**config.mk**
```make
export PLATFORM = sky130hd
export DESIGN_NAME = uart_cmd_ctrl
export DESIGN_NICKNAME = d
export VERILOG_FILES = /design/src/rtl/uart_bridge_pkg.sv /design/src/rtl/uart_byte_timer.sv /design/src/rtl/uart_cmd_ctrl.sv
export SDC_FILE = /design/constraint.sdc
export NUM_CORES = 1
export LEC_CHECK = 0
export BUFFER_PORTS_ARGS = -buffer_cell sky130_fd_sc_hd__buf_2
export CORE_UTILIZATION = 59
export CTS_CLUSTER_SIZE = 25
export DETAILED_ROUTE_END_ITERATION = 8
export PLACE_DENSITY = 0.85
export SLEW_MARGIN = 20
export SYNTH_ARGS = -nofsm -noshare
export SYNTH_HDL_FRONTEND = slang
export SYNTH_SLANG_ARGS = --single-unit
```
**constraint.sdc**
```tcl
create_clock -name clk -period 5.1 [get_ports clk]
set_clock_uncertainty 0.15 [all_clocks]
set_input_delay 1.02 -clock clk [delete_from_list [all_inputs] [get_ports clk]]
set_output_delay 1.02 -clock clk [all_outputs]
set_load 0.01 [all_outputs]
```
**src/rtl/uart_bridge_pkg.sv**
```systemverilog
// Shared opcodes, status codes, controller state type and timeout helper
// for the UART-to-APB bridge.
package uart_bridge_pkg;

    localparam logic [7:0] OPC_WRITE = 8'h57;
    localparam logic [7:0] OPC_READ  = 8'h52;
    localparam logic [7:0] STS_OK    = 8'h00;
    localparam logic [7:0] STS_ERR   = 8'h01;

    typedef enum logic [2:0] {
        IDLE,
        ADDR,
        WDATA,
        ISSUE,
        WAIT_RSP,
        SEND
    } ctrl_state_t;

    // One character time is 10 bit times (start + 8 data + stop).
    function automatic int unsigned timeout_cycles(input int unsigned clk_freq,
                                                   input int unsigned baud,
                                                   input int unsigned n_bytes);
        return n_bytes * 10 * (clk_freq / baud);
    endfunction

endpackage

```
**src/rtl/uart_byte_timer.sv**
```systemverilog
// Loadable down-counter used as the inter-byte timeout; holds at zero and
// flags expiry there.
module uart_byte_timer #(
    parameter int unsigned WIDTH = 16
) (
    input  logic             clk,
    input  logic             rst_n,
    input  logic             load,
    input  logic             en,
    input  logic [WIDTH-1:0] load_value,
    output logic             expired
);

    logic [WIDTH-1:0] count;

    always_ff @(posedge clk or negedge rst_n) begin
        if (!rst_n) begin
            count <= '0;
        end else if (load) begin
            count <= load_value;
        end else if (en && count != '0) begin
            count <= count - 1'b1;
        end
    end

    assign expired = (count == '0);

endmodule

```
**src/rtl/uart_cmd_ctrl.sv**
```systemverilog
// Frame-level controller: parses UART read/write frames into APB commands and
// streams the status byte plus any read data back to the transmitter.
module uart_cmd_ctrl
    import uart_bridge_pkg::*;
#(
    parameter int unsigned CLK_FREQ      = 100000000,
    parameter int unsigned BAUD          = 115200,
    parameter int unsigned TIMEOUT_BYTES = 4
) (
    input  logic        clk,
    input  logic        rst_n,
    input  logic [7:0]  rx_data,
    input  logic        rx_data_valid,
    output logic        cmd_valid,
    input  logic        cmd_ready,
    output logic        cmd_write,
    output logic [31:0] cmd_addr,
    output logic [31:0] cmd_wdata,
    input  logic        rsp_valid,
    input  logic [31:0] rsp_rdata,
    input  logic        rsp_error,
    output logic [7:0]  tx_data,
    output logic        tx_valid,
    input  logic        tx_ready,
    output logic        frame_error,
    output logic        busy
);

    localparam int unsigned TIMEOUT_CYCLES = timeout_cycles(CLK_FREQ, BAUD, TIMEOUT_BYTES);
    localparam int unsigned TW             = $clog2(TIMEOUT_CYCLES + 1);
    localparam logic [TW-1:0] TIMER_LOAD   = TW'(TIMEOUT_CYCLES);

    ctrl_state_t state;
    logic [1:0]  byte_cnt;
    logic [2:0]  tx_rem;
    logic [31:0] rdata_q;

    logic rx_opcode;
    logic timer_en;
    logic timer_load;
    logic timer_expired;

    assign rx_opcode  = (rx_data == OPC_WRITE) || (rx_data == OPC_READ);
    assign timer_en   = (state == ADDR) || (state == WDATA);
    // Reload on entry to ADDR and on every byte accepted while collecting fields.
    assign timer_load = rx_data_valid && (((state == IDLE) && rx_opcode) || timer_en);

    uart_byte_timer #(
        .WIDTH (TW)
    ) u_byte_timer (
        .clk        (clk),
        .rst_n      (rst_n),
        .load       (timer_load),
        .en         (timer_en),
        .load_value (TIMER_LOAD),
        .expired    (timer_expired)
    );

    always_ff @(posedge clk or negedge rst_n) begin
        if (!rst_n) begin
            state       <= IDLE;
            byte_cnt    <= 2'd0;
            tx_rem      <= 3'd0;
            rdata_q     <= 32'h0;
            cmd_valid   <= 1'b0;
            cmd_write   <= 1'b0;
            cmd_addr    <= 32'h0;
            cmd_wdata   <= 32'h0;
            tx_valid    <= 1'b0;
            tx_data     <= 8'h00;
            frame_error <= 1'b0;
            busy        <= 1'b0;
        end else begin
            frame_error <= 1'b0;
            unique case (state)
                IDLE: begin
                    if (rx_data_valid) begin
                        if (rx_opcode) begin
                            cmd_write <= (rx_data == OPC_WRITE);
                            byte_cnt  <= 2'd0;
                            busy      <= 1'b1;
                            state     <= ADDR;
                        end else begin
                            frame_error <= 1'b1;
                        end
                    end
                end
                ADDR: begin
                    if (rx_data_valid) begin
                        cmd_addr <= {cmd_addr[23:0], rx_data};
                        byte_cnt <= byte_cnt + 2'd1;
                        if (byte_cnt == 2'd3) begin
                            if (cmd_write) begin
                                state <= WDATA;
                            end else begin
                                cmd_wdata <= 32'h0;
                                cmd_valid <= 1'b1;
                                state     <= ISSUE;
                            end
                        end
                    end else if (timer_expired) begin
                        frame_error <= 1'b1;
                        byte_cnt    <= 2'd0;
                        cmd_addr    <= 32'h0;
                        cmd_wdata   <= 32'h0;
                        busy        <= 1'b0;
                        state       <= IDLE;
                    end
                end
                WDATA: begin
                    if (rx_data_valid) begin
                        cmd_wdata <= {cmd_wdata[23:0], rx_data};
                        byte_cnt  <= byte_cnt + 2'd1;
                        if (byte_cnt == 2'd3) begin
                            cmd_valid <= 1'b1;
                            state     <= ISSUE;
                        end
                    end else if (timer_expired) begin
                        frame_error <= 1'b1;
                        byte_cnt    <= 2'd0;
                        cmd_addr    <= 32'h0;
                        cmd_wdata   <= 32'h0;
                        busy        <= 1'b0;
                        state       <= IDLE;
                    end
                end
                ISSUE: begin
                    frame_error <= rx_data_valid;
                    if (cmd_ready) begin
                        cmd_valid <= 1'b0;
                        state     <= WAIT_RSP;
                    end
                end
                WAIT_RSP: begin
                    frame_error <= rx_data_valid;
                    if (rsp_valid) begin
                        rdata_q  <= rsp_rdata;
                        tx_data  <= rsp_error ? STS_ERR : STS_OK;
                        // Only a successful read carries data bytes after the status.
                        tx_rem   <= (!cmd_write && !rsp_error) ? 3'd4 : 3'd0;
                        tx_valid <= 1'b1;
                        state    <= SEND;
                    end
                end
                SEND: begin
                    frame_error <= rx_data_valid;
                    if (tx_ready) begin
                        if (tx_rem == 3'd0) begin
                            tx_valid <= 1'b0;
                            busy     <= 1'b0;
                            state    <= IDLE;
                        end else begin
                            tx_data <= rdata_q[31:24];
                            rdata_q <= {rdata_q[23:0], 8'h00};
                            tx_rem  <= tx_rem - 3'd1;
                        end
                    end
                end
                default: begin
                    cmd_valid <= 1'b0;
                    tx_valid  <= 1'b0;
                    busy      <= 1'b0;
                    state     <= IDLE;
                end
            endcase
        end
    end

endmodule

```
==> flow_summary_export.csv <==
group,metric,value,unit
worst_setup_path,crit_chain,"inv_1, o2bb2ai_4, buf_4, nand2_1, mux2_2",
yosys,synth_cell_type_count,56,
sta,finalSetupTns,0,ps
global_route,grt_max_degree,77,
sta,fin_crit,3200,ps
yosys,synth_seq_area_share,54.9,%
global_route,grt-ovfl-total,0,
yosys,synth_xor_area_share,0.433,%
drt,detail_route.wl_per_cell,18.0,µm
yosys,yosys_warnings,0,
worst_setup_path,start_kind,"flop",
layout,fin_nets,720,
power_and_ir_drop,ir_drop,0.000263,V
power_and_ir_drop,p_leak,3.59,nW
cts,clkTransAtPathRegs,60,ps
yosys,synth_fa_ha_area_share,0.825,%
drt,drt-initial-drc-count,406,
drt,drcViolationCount,0,
placed_design,place.gp.congestion,0.817,
floorplanning,die_w,103,µm
layout,n_antenna_cell,0,
sta,tightest_slew,905,ps
global_route,grt_pass1_wl,23600,µm
yosys,ys.flop_type,"dfrtp_1",
drt,routed_wl,14700,µm
worst_setup_path,slowest_delay,830,ps
sta,finalHoldViolations,0,
yosys,syn_nets,615,
cts,clockRootBuffer,"clkbuf_8",
cts,cts.htree.levels,4,
global_route,grt_pass1_vias,4825,
yosys,synth_top_family_by_area,"compound AO/OA/AOI/OAI gates",
yosys,synth-compound-area-share,22.6,%
cts,cts_num_sinks,133,
drt,vias,5158,
cts,ctsResizeCount,0,
worst_setup_path,cp.required,5370,ps
yosys,avgSynthCellArea,10.8,µm²
worst_setup_path,end_kind,"flop",
worst_setup_path,worstPathArrival,3470,ps
yosys,synthMuxAreaShare,1.69,%
cts,insertion_delay,540,ps
sta,setup_viol,0,
sta,relSlewSlack,39.7,%
worst_setup_path,criticalPathCategory,"flop to flop",
drt,drt-pass1-iter-count,5,
yosys,ys_ff_latch,133,
global_route,grt.total_usage,29.3,%
sta,timing.final.crit_share,62.7,%
power_and_ir_drop,p_per_area,616,mW/mm²
floorplanning,rows,36,
sta,fin_ws,1900,ps
placed_design,dp_cells,782,
min_path,min_path_type,"flop to flop",
job,cap_violations,0,
global_route,antenna_found_initial,0,
floorplanning,core_area,0.00986,mm²
sta,fin_hold_ws,347,ps
floorplanning,ios,124,
placed_design,pre_cts_ws,1680,ps
layout,fin_cells,815,
yosys,syn_area,0.00606,mm²
floorplanning,dieArea,0.0107,mm²
floorplanning,die_h,103,µm
cts,clk_path_buf_depth,2,
worst_setup_path,crit_buf_inv,2,
worst_setup_path,critical_path.max_fanout,52,
sta,rsz0062_at_grt,"no",
cts,cts_setup_buffers,0,
cts,ctsHoldBuffers,0,
placed_design,io_buffers,123,
placed_design,dpl.hpwl,9570,µm
yosys,synth_edf_count,0,
yosys,ys_async_sr_fraction,100,%
cts,cts_tree,"yes",
drt,viasPerCell,6.33,
layout,area_delta_synth_final,22.9,%
worst_setup_path,path_delay_family,"flip-flops",
floorplanning,start_util,61.5,%
worst_setup_path,cp_slowest_cell,"dfrtp_1",
layout,drive_gt1_share,28.3,%
yosys,postSynthCellCount,564,
status,status,"finished clean",
yosys,yosys.area_share.simple,15.4,%
layout,nFillCells,651,
drt,ant_nets,0,
cts,numCtsBuffers,17,
sta,clock.fmax,313,MHz
sta,drv_slew,0,
[kinds of logic (layout without fill, tap and decap cells)]
logic type / count (synthesis) / count (layout)
AO/OA/AOI/OAI: 179 / 179
AND/OR/NAND/NOR: 171 / 171
flip-flops: 133 / 133
buffers and inverters: 64 / 182
multiplexers: 10 / 10
adder cells (fa/ha/maj): 4 / 4
XOR/XNOR: 3 / 3
[worst paths after layout]
check | start | endpoint | slack, ps | cells past startpoint
max in group asynchronous | rst_n | cmd_addr[17]$_DFFE_PN0P_ | 3400 | 2
min reg2reg | rdata_q[1]$_DFFE_PN0P_ | rdata_q[1]$_DFFE_PN0P_ | 350 | 1
min | rdata_q[1]$_DFFE_PN0P_ | rdata_q[1]$_DFFE_PN0P_ | 350 | 1
min in group asynchronous | rst_n | u_byte_timer.count[5]$_DFFE_PN0P_ | 460 | 1
max | state[0]$_DFFE_PN0P_ | tx_rem[1]$_DFFE_PN0P_ | 1900 | 5
max reg2reg | state[0]$_DFFE_PN0P_ | tx_rem[1]$_DFFE_PN0P_ | 1900 | 5
[where the power goes]
part | leakage [nW] | internal (W) | total [W] | switching, W
sequential | 1.69 | 0.00142 | 0.00175 | 0.000329
combinational | 1.59 | 0.000644 | 0.00151 | 0.000869
clock | 0.316 | 0.000852 | 0.00133 | 0.000479
total | 3.59 | 0.00292 | 0.00459 | 0.00168
[layout by cell type (no fill, tap or decap), types with 11 or more instances in the layout]
cell type and count:
a21oi_1 42, dfrtp_1 133, or4_1 11, a41oi_1 25, inv_1 17, nor2_1 15, clkbuf_16 16, buf_2 122
a22o_1 66, nand2_1 67
[metrics by stage]
stage / util (%) / instance area (µm²) / power, W
floorplan: - / 6060 / 0.00276
global placement: 68.8 / 6790 / 0.00317
detailed placement: 68.8 / 6790 / 0.00325
CTS: 75.3 / 7430 / 0.00458
global route: 75.5 / 7450 / 0.00487
finish: 75.5 / 7450 / 0.00459
[flip-flops by register name, indices dropped and copies added (netlist names), 2 cells and up]
name                cells
rdata_q                32
cmd_wdata              32
state                   3
tx_rem                  3
byte_cnt                2
cmd_addr               32
tx_data                 8
u_byte_timer.count     16
[per-layer routing]
layer / part of all wire (%) / global-route usage, % / up-vias
met3: 5.5 / 6.79 / 38
li1: - / - / 2340
met2: 51 / 48.1 / 227
met5: 0 / 0 / -
met1: 42 / 37.1 / 2553
met4: 2.3 / 13.4 / 0
[layout make-up]
| cell class | instances | area (µm²) | area share, % |
|---|---|---|---|
| sequential | 133 | 3330 | 44.7 |
| multi-input combinational | 367 | 2560 | 34.3 |
| tap | 133 | 166 | 2.23 |
| timing repair buffer | 132 | 689 | 9.25 |
| clock inverter | 14 | 224 | 3.01 |
| clock buffer | 18 | 418 | 5.61 |
| inverter | 18 | 67.6 | 0.907 |
[Yosys cell counts (4+ instances only)]
cell	count	area (µm²)
nand2_1	67	251
or3_1	6	37.5
nand2b_1	5	31.3
a21bo_2	8	80.1
nand3_1	11	55.1
nor4_1	7	43.8
clkbuf_1	35	131
nor3_1	4	20.0
or4_1	11	82.6
buf_2	9	45.0
o21ai_0	9	45.0
nor2_1	17	63.8
ha_1	4	50.1
a21oi_1	42	210
o31ai_1	10	75.1
inv_1	17	63.8
a22o_1	66	578
nand4_1	10	62.6
or2_2	5	31.3
a41oi_1	25	219
mux2i_1	8	80.1
dfrtp_1	133	3330
Power figures use the tool's default switching activity.
